**config.mk**
```make
export PLATFORM = sky130hd
export DESIGN_NAME = uart_mmio
export DESIGN_NICKNAME = d
export VERILOG_FILES = /design/src/rtl/uart_pkg.sv /design/src/rtl/uart_fifo.sv /design/src/rtl/uart_mmio.sv
export SDC_FILE = /design/constraint.sdc
export NUM_CORES = 1
export LEC_CHECK = 0
export CORE_ASPECT_RATIO = 0.6
export CORE_MARGIN = 2
export CORE_UTILIZATION = 55
export DETAILED_ROUTE_END_ITERATION = 8
export GPL_ROUTABILITY_DRIVEN = 0
export GPL_TIMING_DRIVEN = 0
export HOLD_SLACK_MARGIN = 0.02
export PLACE_DENSITY = 0.72
export SYNTH_ARGS = -nofsm -noshare
export SYNTH_HDL_FRONTEND = slang
export SYNTH_SLANG_ARGS = --single-unit
```
**constraint.sdc**
```tcl
create_clock -name clk_i -period 7.1 [get_ports clk_i]
set_clock_uncertainty 0.2 [all_clocks]
set_input_delay 1.065 -clock clk_i [delete_from_list [all_inputs] [get_ports clk_i]]
set_output_delay 1.065 -clock clk_i [all_outputs]
set_load 0.05 [all_outputs]
```
**src/rtl/uart_pkg.sv**
```systemverilog
// Shared definitions for the memory-mapped UART:
// register offsets, STATUS/CTRL bit positions and engine states.
package uart_pkg;

  localparam logic [1:0] REG_DATA   = 2'd0;
  localparam logic [1:0] REG_STATUS = 2'd1;
  localparam logic [1:0] REG_CTRL   = 2'd2;

  localparam int ST_TX_FULL  = 0;
  localparam int ST_TX_DONE  = 1;
  localparam int ST_RX_AVAIL = 2;
  localparam int ST_RXOVR    = 3;
  localparam int ST_FRAMERR  = 4;
  localparam int ST_TXOVF    = 5;
  localparam int ST_RXCNT    = 8;

  localparam int CTRL_LOOP = 16;
  localparam int CTRL_RXIE = 17;
  localparam int CTRL_TXIE = 18;

  typedef enum logic [1:0] {
    S_IDLE,
    S_START,
    S_DATA,
    S_STOP
  } uart_state_e;

endpackage

```
**src/rtl/uart_fifo.sv**
```systemverilog
// Synchronous FIFO with extra-MSB pointers; a pop on a full
// FIFO frees the slot so a same-cycle push is accepted.
module uart_fifo #(
  parameter int WIDTH = 8,
  parameter int DEPTH = 16
) (
  input  logic                     clk_i,
  input  logic                     rst_i,
  input  logic                     push_i,
  input  logic [WIDTH-1:0]         wdata_i,
  input  logic                     pop_i,
  output logic [WIDTH-1:0]         rdata_o,
  output logic                     full_o,
  output logic                     empty_o,
  output logic [$clog2(DEPTH):0]   count_o
);

  localparam int AW = $clog2(DEPTH);

  logic [AW:0]      wptr_q, rptr_q;
  logic [WIDTH-1:0] mem_q [DEPTH];
  logic             do_push, do_pop;

  assign empty_o = (wptr_q == rptr_q);
  assign full_o  = (wptr_q[AW] != rptr_q[AW]) &&
                   (wptr_q[AW-1:0] == rptr_q[AW-1:0]);
  assign count_o = wptr_q - rptr_q;
  assign rdata_o = mem_q[rptr_q[AW-1:0]];

  assign do_pop  = pop_i & ~empty_o;
  assign do_push = push_i & (~full_o | do_pop);

  always_ff @(posedge clk_i or posedge rst_i) begin
    if (rst_i) begin
      wptr_q <= '0;
      rptr_q <= '0;
    end else begin
      if (do_push) wptr_q <= wptr_q + 1'b1;
      if (do_pop)  rptr_q <= rptr_q + 1'b1;
    end
  end

  always_ff @(posedge clk_i) begin
    if (do_push) mem_q[wptr_q[AW-1:0]] <= wdata_i;
  end

endmodule

```
**src/rtl/uart_mmio.sv**
```systemverilog
// UART peripheral on the IO page: TX/RX FIFOs, runtime divisor,
// loopback, sticky error flags and a level interrupt.
module uart_mmio
  import uart_pkg::*;
#(
  parameter int TX_DEPTH  = 16,
  parameter int RX_DEPTH  = 16,
  parameter int DIV_WIDTH = 16,
  parameter int DIV_RESET = 234
) (
  input  logic        clk_i,
  input  logic        rst_i,
  input  logic        sel_i,
  input  logic [1:0]  word_addr_i,
  input  logic        rstrb_i,
  input  logic [31:0] wdata_i,
  input  logic [3:0]  wmask_i,
  output logic [31:0] rdata_o,
  input  logic        rx_i,
  output logic        tx_o,
  output logic        irq_o
);

  localparam int TAW = $clog2(TX_DEPTH);
  localparam int RAW = $clog2(RX_DEPTH);
  localparam logic [DIV_WIDTH-1:0] ONE = DIV_WIDTH'(1);
  localparam logic [DIV_WIDTH-1:0] TWO = DIV_WIDTH'(2);

  logic [DIV_WIDTH-1:0] div_q, div_d, div_new;
  logic loop_q, loop_d, rxie_q, rxie_d, txie_q, txie_d;
  logic rxovr_q, rxovr_d, ferr_q, ferr_d, txovf_q, txovf_d;
  logic [31:0] rdata_q, rdata_d, st_w, ctrl_w;

  logic rd, wr, tx_push, rx_pop, st_wr, ctrl_wr;
  logic tx_pop, tx_full, tx_empty, tx_done;
  logic rx_push, rx_full, rx_empty, ferr_set;
  logic [7:0] tx_head, rx_head;
  logic [TAW:0] tx_cnt;
  logic [RAW:0] rx_cnt;

  uart_state_e txs_q, txs_d, rxs_q, rxs_d;
  logic [DIV_WIDTH-1:0] tcnt_q, tcnt_d, tdiv_q, tdiv_d;
  logic [DIV_WIDTH-1:0] rcnt_q, rcnt_d, rdiv_q, rdiv_d;
  logic [2:0] tbit_q, tbit_d, rbit_q, rbit_d;
  logic [7:0] tsh_q, tsh_d, rsh_q, rsh_d;
  logic tx_q, tx_d, load;
  logic sync1_q, sync2_q, prev_q, line;
  logic unused_ok;

  assign unused_ok = ^wdata_i[31:19];

  assign rd      = sel_i & rstrb_i;
  assign wr      = sel_i & |wmask_i;
  assign tx_push = wr & wmask_i[0] & (word_addr_i == REG_DATA);
  assign st_wr   = wr & wmask_i[0] & (word_addr_i == REG_STATUS);
  assign ctrl_wr = wr & (word_addr_i == REG_CTRL);
  assign rx_pop  = rd & (word_addr_i == REG_DATA);

  uart_fifo #(.WIDTH(8), .DEPTH(TX_DEPTH)) u_txf (
    .clk_i, .rst_i,
    .push_i(tx_push), .wdata_i(wdata_i[7:0]), .pop_i(tx_pop),
    .rdata_o(tx_head), .full_o(tx_full), .empty_o(tx_empty),
    .count_o(tx_cnt)
  );

  uart_fifo #(.WIDTH(8), .DEPTH(RX_DEPTH)) u_rxf (
    .clk_i, .rst_i,
    .push_i(rx_push), .wdata_i(rsh_q), .pop_i(rx_pop),
    .rdata_o(rx_head), .full_o(rx_full), .empty_o(rx_empty),
    .count_o(rx_cnt)
  );

  assign tx_done = (tx_cnt == '0) & (txs_q == S_IDLE);
  assign line    = loop_q ? tx_q : sync2_q;
  assign tx_o    = tx_q;
  assign rdata_o = rdata_q;
  assign irq_o   = (rxie_q & ~rx_empty) | (txie_q & tx_done) |
                   rxovr_q | ferr_q;

  always_comb begin
    st_w = '0;
    st_w[ST_TX_FULL]  = tx_full;
    st_w[ST_TX_DONE]  = tx_done;
    st_w[ST_RX_AVAIL] = ~rx_empty;
    st_w[ST_RXOVR]    = rxovr_q;
    st_w[ST_FRAMERR]  = ferr_q;
    st_w[ST_TXOVF]    = txovf_q;
    st_w[ST_RXCNT+:8] = 8'(rx_cnt);
    ctrl_w = '0;
    ctrl_w[DIV_WIDTH-1:0] = div_q;
    ctrl_w[CTRL_LOOP] = loop_q;
    ctrl_w[CTRL_RXIE] = rxie_q;
    ctrl_w[CTRL_TXIE] = txie_q;
  end

  // Register file: byte-masked CTRL update, W1C flags, read mux
  always_comb begin
    div_new = div_q;
    for (int i = 0; i < DIV_WIDTH; i++)
      if (wmask_i[i/8]) div_new[i] = wdata_i[i];
    div_d  = div_q;
    loop_d = loop_q;
    rxie_d = rxie_q;
    txie_d = txie_q;
    if (ctrl_wr) begin
      div_d  = (div_new < TWO) ? TWO : div_new;
      loop_d = wmask_i[2] ? wdata_i[CTRL_LOOP] : loop_q;
      rxie_d = wmask_i[2] ? wdata_i[CTRL_RXIE] : rxie_q;
      txie_d = wmask_i[2] ? wdata_i[CTRL_TXIE] : txie_q;
    end
    rxovr_d = (rxovr_q & ~(st_wr & wdata_i[ST_RXOVR])) |
              (rx_push & rx_full & ~rx_pop);
    ferr_d  = (ferr_q & ~(st_wr & wdata_i[ST_FRAMERR])) | ferr_set;
    txovf_d = (txovf_q & ~(st_wr & wdata_i[ST_TXOVF])) |
              (tx_push & tx_full & ~tx_pop);
    rdata_d = rdata_q;
    if (rd) begin
      unique case (word_addr_i)
        REG_DATA:   rdata_d = rx_empty ? '0 : {24'b0, rx_head};
        REG_STATUS: rdata_d = st_w;
        REG_CTRL:   rdata_d = ctrl_w;
        default:    rdata_d = '0;
      endcase
    end
  end

  always_comb begin
    txs_d  = txs_q;
    tcnt_d = tcnt_q - ONE;
    tdiv_d = tdiv_q;
    tbit_d = tbit_q;
    tsh_d  = tsh_q;
    tx_d   = tx_q;
    tx_pop = 1'b0;
    load   = 1'b0;
    unique case (txs_q)
      S_IDLE: load = ~tx_empty;
      S_START:
        if (tcnt_q == '0) begin
          tx_d   = tsh_q[0];
          tsh_d  = tsh_q >> 1;
          tbit_d = 3'd0;
          tcnt_d = tdiv_q - ONE;
          txs_d  = S_DATA;
        end
      S_DATA:
        if (tcnt_q == '0) begin
          tcnt_d = tdiv_q - ONE;
          if (tbit_q == 3'd7) begin
            tx_d  = 1'b1;
            txs_d = S_STOP;
          end else begin
            tx_d   = tsh_q[0];
            tsh_d  = tsh_q >> 1;
            tbit_d = tbit_q + 3'd1;
          end
        end
      S_STOP:
        if (tcnt_q == '0) begin
          if (tx_empty) txs_d = S_IDLE;
          else          load  = 1'b1;
        end
    endcase
    // Divisor is latched per frame so CTRL writes hit the next one
    if (load) begin
      tx_pop = 1'b1;
      tsh_d  = tx_head;
      tdiv_d = div_q;
      tcnt_d = div_q - ONE;
      tx_d   = 1'b0;
      txs_d  = S_START;
    end
  end

  always_comb begin
    rxs_d    = rxs_q;
    rcnt_d   = rcnt_q - ONE;
    rdiv_d   = rdiv_q;
    rbit_d   = rbit_q;
    rsh_d    = rsh_q;
    rx_push  = 1'b0;
    ferr_set = 1'b0;
    unique case (rxs_q)
      S_IDLE:
        if (prev_q & ~line) begin
          rdiv_d = div_q;
          rcnt_d = (div_q >> 1) - ONE;
          rxs_d  = S_START;
        end
      S_START:
        if (rcnt_q == '0) begin
          rcnt_d = rdiv_q - ONE;
          rbit_d = 3'd0;
          rxs_d  = line ? S_IDLE : S_DATA;
        end
      S_DATA:
        if (rcnt_q == '0) begin
          rsh_d  = {line, rsh_q[7:1]};
          rcnt_d = rdiv_q - ONE;
          rbit_d = rbit_q + 3'd1;
          if (rbit_q == 3'd7) rxs_d = S_STOP;
        end
      S_STOP:
        if (rcnt_q == '0) begin
          rx_push  = line;
          ferr_set = ~line;
          rxs_d    = S_IDLE;
        end
    endcase
  end

  always_ff @(posedge clk_i or posedge rst_i) begin
    if (rst_i) begin
      div_q   <= DIV_WIDTH'(DIV_RESET);
      loop_q  <= 1'b0;
      rxie_q  <= 1'b0;
      txie_q  <= 1'b0;
      rxovr_q <= 1'b0;
      ferr_q  <= 1'b0;
      txovf_q <= 1'b0;
      rdata_q <= '0;
      txs_q   <= S_IDLE;
      tcnt_q  <= '0;
      tdiv_q  <= '0;
      tbit_q  <= '0;
      tsh_q   <= '0;
      tx_q    <= 1'b1;
      rxs_q   <= S_IDLE;
      rcnt_q  <= '0;
      rdiv_q  <= '0;
      rbit_q  <= '0;
      rsh_q   <= '0;
      sync1_q <= 1'b1;
      sync2_q <= 1'b1;
      prev_q  <= 1'b1;
    end else begin
      div_q   <= div_d;
      loop_q  <= loop_d;
      rxie_q  <= rxie_d;
      txie_q  <= txie_d;
      rxovr_q <= rxovr_d;
      ferr_q  <= ferr_d;
      txovf_q <= txovf_d;
      rdata_q <= rdata_d;
      txs_q   <= txs_d;
      tcnt_q  <= tcnt_d;
      tdiv_q  <= tdiv_d;
      tbit_q  <= tbit_d;
      tsh_q   <= tsh_d;
      tx_q    <= tx_d;
      rxs_q   <= rxs_d;
      rcnt_q  <= rcnt_d;
      rdiv_q  <= rdiv_d;
      rbit_q  <= rbit_d;
      rsh_q   <= rsh_d;
      sync1_q <= rx_i;
      sync2_q <= sync1_q;
      prev_q  <= line;
    end
  end

endmodule
```
-- Yosys cells after proc, flatten, opt, wreduce, memory -nomap -nowiden
Memory sizes are Yosys's and may differ from the RTL's.
Cells that the tools add are included.
- muxes and demuxes: 69
- equality and inequality tests: 30
- reduce and logical (&&, ||, !) cells: 24
- magnitude comparators: 1
- add/subtract/negate cells: 14
- bitwise gates (word level): 43
- operator list (cell ; number):
    16-bit 2-to-1 mux ; 6
    16-bit by 1-bit subtractor with 16-bit output (second input constant) ; 5
    19-bit case mux with 3 select lines ; 1
    8-bit 2-to-1 mux ; 5
    16-bit zero test ; 2
    1-bit 2-to-1 mux ; 32
    16-bit case mux with 2 select lines ; 1
    1-bit bitwise AND ; 25
    2-bit 2-to-1 mux ; 12
    5-bit by 1-bit adder with 5-bit output (second input constant) ; 4
    16-bit by 2-bit less-than comparator with 1-bit output (second input constant) ; 1
    2-bit != test (second input constant) ; 8
    8-bit case mux with 2 select lines ; 1
    15-bit by 1-bit subtractor with 16-bit output (second input constant) ; 1
    3-bit 2-to-1 mux ; 5
    3-bit != test (second input constant) ; 5
    3-bit case mux with 2 select lines ; 2
    2-bit equality test (second input constant) ; 5
    5-bit equality test ; 2
    1-bit inverter ; 10
    5-bit subtractor ; 2
    4-bit equality test ; 2
    1-bit bitwise OR ; 8
    2-bit case mux with 4 select lines ; 1
    other kinds (20) ; 35
- register bits after elaboration: 168
- logic and storage cells: 209
- RAM bits: 256
- input port bits: 43
- output and inout bits: 34
- memories: 2
- memories (name ; words ; width ; rd ports ; clocked after Yosys merged registers in ; wr ports ; line ; source):
    u_rxf.mem_q ; 16 ; 8 ; 1 ; 0 ; 1 ; uart_fifo.sv:21 ; logic [WIDTH-1:0] mem_q [DEPTH];
    u_txf.mem_q ; 16 ; 8 ; 1 ; 0 ; 1 ; uart_fifo.sv:21 ;

-- Logic depth before layout (Yosys ltp)
Gate-level depths: netlist (run 1).
- depth after elaboration: 10
- mapped depth: 11
- mapped depth without buffers: 9

-- By module
From an unflattened synthesis (run 1), not the netlist that was laid out.
- cells, all modules: 1388
- area total of the unflattened synthesis: 19080.8 µm²
- modules (own cells, without submodules) (module ; seq. area each (µm²) ; times used ; cells an instance ; area each (µm²)):
    uart_fifo ; 4093.9 ; 2 ; 299 ; 5695.5
    uart_mmio ; 3389.5 ; 1 ; 790 ; 7689.9

-- Worst setup path before layout (run 1)
Ideal clock, no wire load.
- kind: reg-to-reg
- start point: register u_rxf.rptr_q[1]
- end point: memory u_rxf.mem_q[0][0], enable pin
- library setup time: 383 ps
- cell stages (with the launch flop): 10
- arrival time: 2811 ps
- buffers on the path: 2
- data required time: 6517 ps
- slack: 3706 ps
- clock period less this slack: 3394 ps
- cells stage by stage: dfrtp_1 -> clkbuf_1 -> clkbuf_1 -> inv_1 -> ha_1 -> nand4_1 -> a311oi_1 -> nor3_1 -> nand2_1 -> nor3_1
- longest elaborated chain between the ends: 7
- elaborated cells between the ends (all ways): 10
- those cells by class: eq/ne (2); mux (2); bitwise (5); reduce/logical (1)
- ends and longest elaborated chain (item ; line ; source):
    start: declaration ; uart_fifo.sv:20 ; logic [AW:0] wptr_q, rptr_q;
    start signal: assignment ; uart_fifo.sv:39 ; if (do_pop) rptr_q <= rptr_q + 1'b1;
    5-bit equality test / 4-bit equality test (equally long branches) ; uart_fifo.sv:24, uart_fifo.sv:26 ;
    1-bit inverter / 1-bit logical AND (equally long branches) ; uart_fifo.sv:30, uart_fifo.sv:25 ;
    1-bit bitwise AND / 1-bit inverter (equally long branches) ; uart_fifo.sv:30, uart_fifo.sv:31 ;
    1-bit bitwise OR * ; uart_fifo.sv:31 ; assign do_push = push_i & (~full_o | do_pop);
    1-bit bitwise AND * ; uart_fifo.sv:31 ;
    1-bit 2-to-1 mux * ; uart_fifo.sv:44 ; if (do_push) mem_q[wptr_q[AW-1:0]] <= wdata_i;
    1-bit 2-to-1 mux (not written as such) * ; uart_fifo.sv:44 ;
    end: declaration ; uart_fifo.sv:21 ;
Mark *: on every way between the ends. The rest lies on a longest branch, timed or not.

-- Final worst setup path (run 1)
- start point: register u_txf.rptr_q[1]
- end point: output port irq_o
- longest elaborated chain between the ends: 7
- ends and longest elaborated chain (item ; line ; source):
    start: declaration ; uart_fifo.sv:20 ;
    start signal: assignment ; uart_fifo.sv:39 ;
    5-bit subtractor ; uart_fifo.sv:27 ; assign count_o = wptr_q - rptr_q;
    5-bit zero test ; uart_mmio.sv:73 ; assign tx_done = (tx_cnt == '0) & (txs_q == S_IDLE);
    1-bit bitwise AND ; uart_mmio.sv:73 ;
    1-bit bitwise AND ; uart_mmio.sv:77 ; assign irq_o = (rxie_q & ~rx_empty) | (txie_q & tx_done) |
    1-bit bitwise OR (2 in a row) ; uart_mmio.sv:77 ;
    1-bit bitwise OR ; uart_mmio.sv:78 ; rxovr_q | ferr_q;
    end: declaration ; uart_mmio.sv:21 ; output logic irq_o
Every way passes these cells.

==> impl_metrics.tcl, run 1 <==
set metrics [dict create \
    layout.nets 1513 \
    clockBufferDepth 3 \
    first_pass_iters 7 \
    worst_setup_path_start_kind "flop" \
    rows 52 \
    die_height_um 147 \
    vias 11600 \
    ff2ff_setup_slack_ns 2.29 \
    grt_pass1_wl_um 69700 \
    multi_input_area_mm2 0.00673 \
    setup_slack_ns 2.00 \
    synth_cell_types 70 \
    cts.sinks 411 \
    setup_viol 0 \
    tightest_slew_ns 1.44 \
    dp_hpwl_um 31600 \
    postRouteAntennaNets 0 \
    path_max_fanout 10 \
    ctsHtreeMaxLevel 2 \
    cap_violations 0 \
    root_buffer "clkbuf_16" \
    status "completed" \
    rsz0062_at_grt "false" \
    drt-vias-per-instance 6.05 \
    crit_type "flop to output port" \
    holdBufCountCts 0 \
    dieArea_mm2 0.0356 \
    ys_async_sr_fraction 0.377 \
    leakagePower_nw 7.76 \
    core_mm2 0.0336 \
    synth_top_flop_cell "edfxtp_1" \
    dp.cells 1848 \
    start_util 0.557 \
    num-fill-cells 2515 \
    drt_wl_total_um 45100 \
    seq_area_mm2 0.0116 \
    clock_latency_ns 0.55 \
    synth_edf_count 256 \
    syn_area_per_cell_um2 14.1 \
    dieWidth_um 242 \
    io_pins 77 \
    antenna_cells 0 \
    slew_headroom 0.0330 \
    tritoncts "built" \
    final_common_cell "edfxtp_1" \
    grt_start_max_net_pins 93 \
    syn-instance-count 1327 \
    grt_pass1_vias 11400 \
    cts_resized 0 \
    wl_per_cell_um 23.5 \
    grt_use_total 0.260 \
    ys_seq_area_frac 0.618 \
    final_cell_mix "edfxtp_1 (256), dfrtp_1 (146), nand2_1 (120), mux4_2 (79), nor2_1 (74)" \
    area_growth_pct 13.5 \
    max_freq_ghz 0.196 \
    arrival_ns 3.83 \
    final_cells 1920 \
    slew_viol_final 0 \
    power.density_mw_per_mm2 334 \
    antenna_found_initial 0 \
    drc_errors 0 \
    drive_above_1_share 0.166 \
    min_period_ns 5.10 \
    first_iter_violations 1212 \
    numPortBuffers 49 \
    cts_buffers 38 \
    path_clk_slew_ns 0.06 \
    ys_seq_elements 411 \
    crit_path_end_kind "output port" \
    ir_worst_vdd_uv 226 \
    grt-ovfl-total 0 \
    hold_viol 0 \
    hp-class "flop to flop" \
    pre_cts_ws_ns 2.34 \
    period_share 0.718 \
    post-cts-setup-buffers 0 \
    syn_area_mm2 0.0187 \
    ys_warn_count 0 \
    cp.required_ns 5.83 \
]
path summary, 6_finish.rpt:
path,start,endpoint,cells past startpoint
max in group asynchronous,rst_i,tx_o$_DFFE_PP1P_,3
max reg2reg,u_rxf.rptr_q[1]$_DFFE_PP0P_,u_rxf.mem_q[2][1]$_DFFE_PP_,9
max,u_txf.rptr_q[1]$_DFFE_PP0P_,irq_o,9
min,sync1_q$_DFF_PP1_,sync2_q$_DFF_PP1_,0
min reg2reg,sync1_q$_DFF_PP1_,sync2_q$_DFF_PP1_,0
min in group asynchronous,rst_i,rdata_o[10]$_DFFE_PP0P_,2
metrics by stage:
stage                util  power, mW  area (µm²)  setup TNS (ns)  hold WS [ns]
floorplan               -       4.33       18800               0         0.145
global placement    0.590       4.84       19900          -75.35         0.148
detailed placement  0.591       4.90       19900               0         0.148
CTS                 0.631       7.10       21200               0         0.157
global route        0.632       7.40       21300               0         0.164
finish              0.632       7.10       21300               0         0.155
cell usage after synthesis, drive strengths merged (31+ instances only):
| cell type | instances | area [µm²] |
|---|---|---|
| buf | 31 | 181 |
| clkbuf | 49 | 184 |
| dfrtp | 146 | 3650 |
| edfxtp | 256 | 7690 |
| ha | 38 | 475 |
| inv | 38 | 143 |
| mux2 | 39 | 439 |
| mux4 | 79 | 1780 |
| nand2 | 120 | 450 |
| nor2 | 75 | 284 |
| nor3 | 37 | 185 |
| o21ai | 46 | 230 |
| xnor2 | 72 | 631 |
state kept, by name, indices dropped and copies added, names as in the netlist, 16 cells and up, named ones only:
name         count
u_rxf.mem_q    128
u_txf.mem_q    128
rdata_o         19
div_q           16
rcnt_q          16
rdiv_q          16
tcnt_q          16
tdiv_q          16
final cells by class:
class / count / area share
Inverter: 38 / 0.00694
Multi-Input combinational cell: 810 / 0.316
Timing Repair Buffer: 52 / 0.0248
Sequential cell: 411 / 0.544
Clock inverter: 22 / 0.0121
Clock buffer: 48 / 0.0513
Buffer: 80 / 0.0172
Tap cell: 459 / 0.0270
report_power, final:
part | switching, mW | internal [mW]
Sequential | 0.242 | 2.77
Combinational | 1.10 | 0.787
Clock | 0.927 | 1.28
per-layer routing:
| metal | vias up | wire length [µm] | global-route usage |
|---|---|---|---|
| met1 | 5846 | 21200 | 0.419 |
| li1 | 5206 | - | - |
| met4 | 0 | 748 | 0.0556 |
| met3 | 61 | 4250 | 0.0627 |
| met2 | 498 | 18900 | 0.358 |
| met5 | - | 0 | 0 |
logic make-up (layout without fill, tap and decap cells):
group	after synthesis	after routing	share of synthesized area
buffers and inverters	118	240	0.0271
AOI/OAI and AO/OA	163	163	0.0599
xor gates and xnor gates	98	98	0.0458
adders and majority gates	39	39	0.0264
DFF	411	411	0.618
muxes	137	137	0.128
other	1	13	0.000200
and+or+nand+nor	360	360	0.0946
critical path, cell delays in order (launching register included):
cell             delay (ns)
dfrtp_1                0.35
clkbuf_1               0.32
clkbuf_1               0.55
inv_1                  0.17
ha_1                   0.37
nand3_1                0.09
nor3_1                 0.25
nand4_1                0.17
nand3_1                0.18
clkdlybuf4s50_1        0.83
Note: power is estimated with default switching activity, not from simulation.
==> inputs of run 2 (changes only) <==
- clock period: 7.1 -> 5.3 ns (I/O delays scaled with it)
==> results of run 2 <==
The final DEF is identical to that of run 1. Status: completed.
Main changes from that run: setup slack after placement 2.34 ns -> 0.568 ns; setup slack after layout 2.00 ns -> 0.472 ns; register-to-register setup slack 2.29 ns -> 0.49 ns; total power 7.10 mW -> 9.51 mW; worst IR drop on VDD 226 µV -> 303 µV
==> inputs of run 3 (changes only) <==
--- a/constraint.sdc
+++ b/constraint.sdc
@@ -3,3 +3,3 @@
 set_input_delay 0.795 -clock clk_i [delete_from_list [all_inputs] [get_ports clk_i]]
 set_output_delay 0.795 -clock clk_i [all_outputs]
-set_load 0.05 [all_outputs]
+set_load 0.02 [all_outputs]
==> results of run 3 <==
The final DEF is identical to that of run 1. Status: completed.
Main changes from that run: setup slack after placement 2.34 ns -> 0.568 ns; setup slack after layout 2.00 ns -> 0.490 ns; start point of the critical path u_txf.rptr_q[1]$_DFFE_PP0P_ -> u_rxf.rptr_q[1]$_DFFE_PP0P_; end point of the critical path irq_o -> u_rxf.mem_q[2][1]$_DFFE_PP_; register-to-register setup slack 2.29 ns -> 0.49 ns; total power 7.10 mW -> 9.41 mW; worst IR drop on VDD 226 µV -> 303 µV
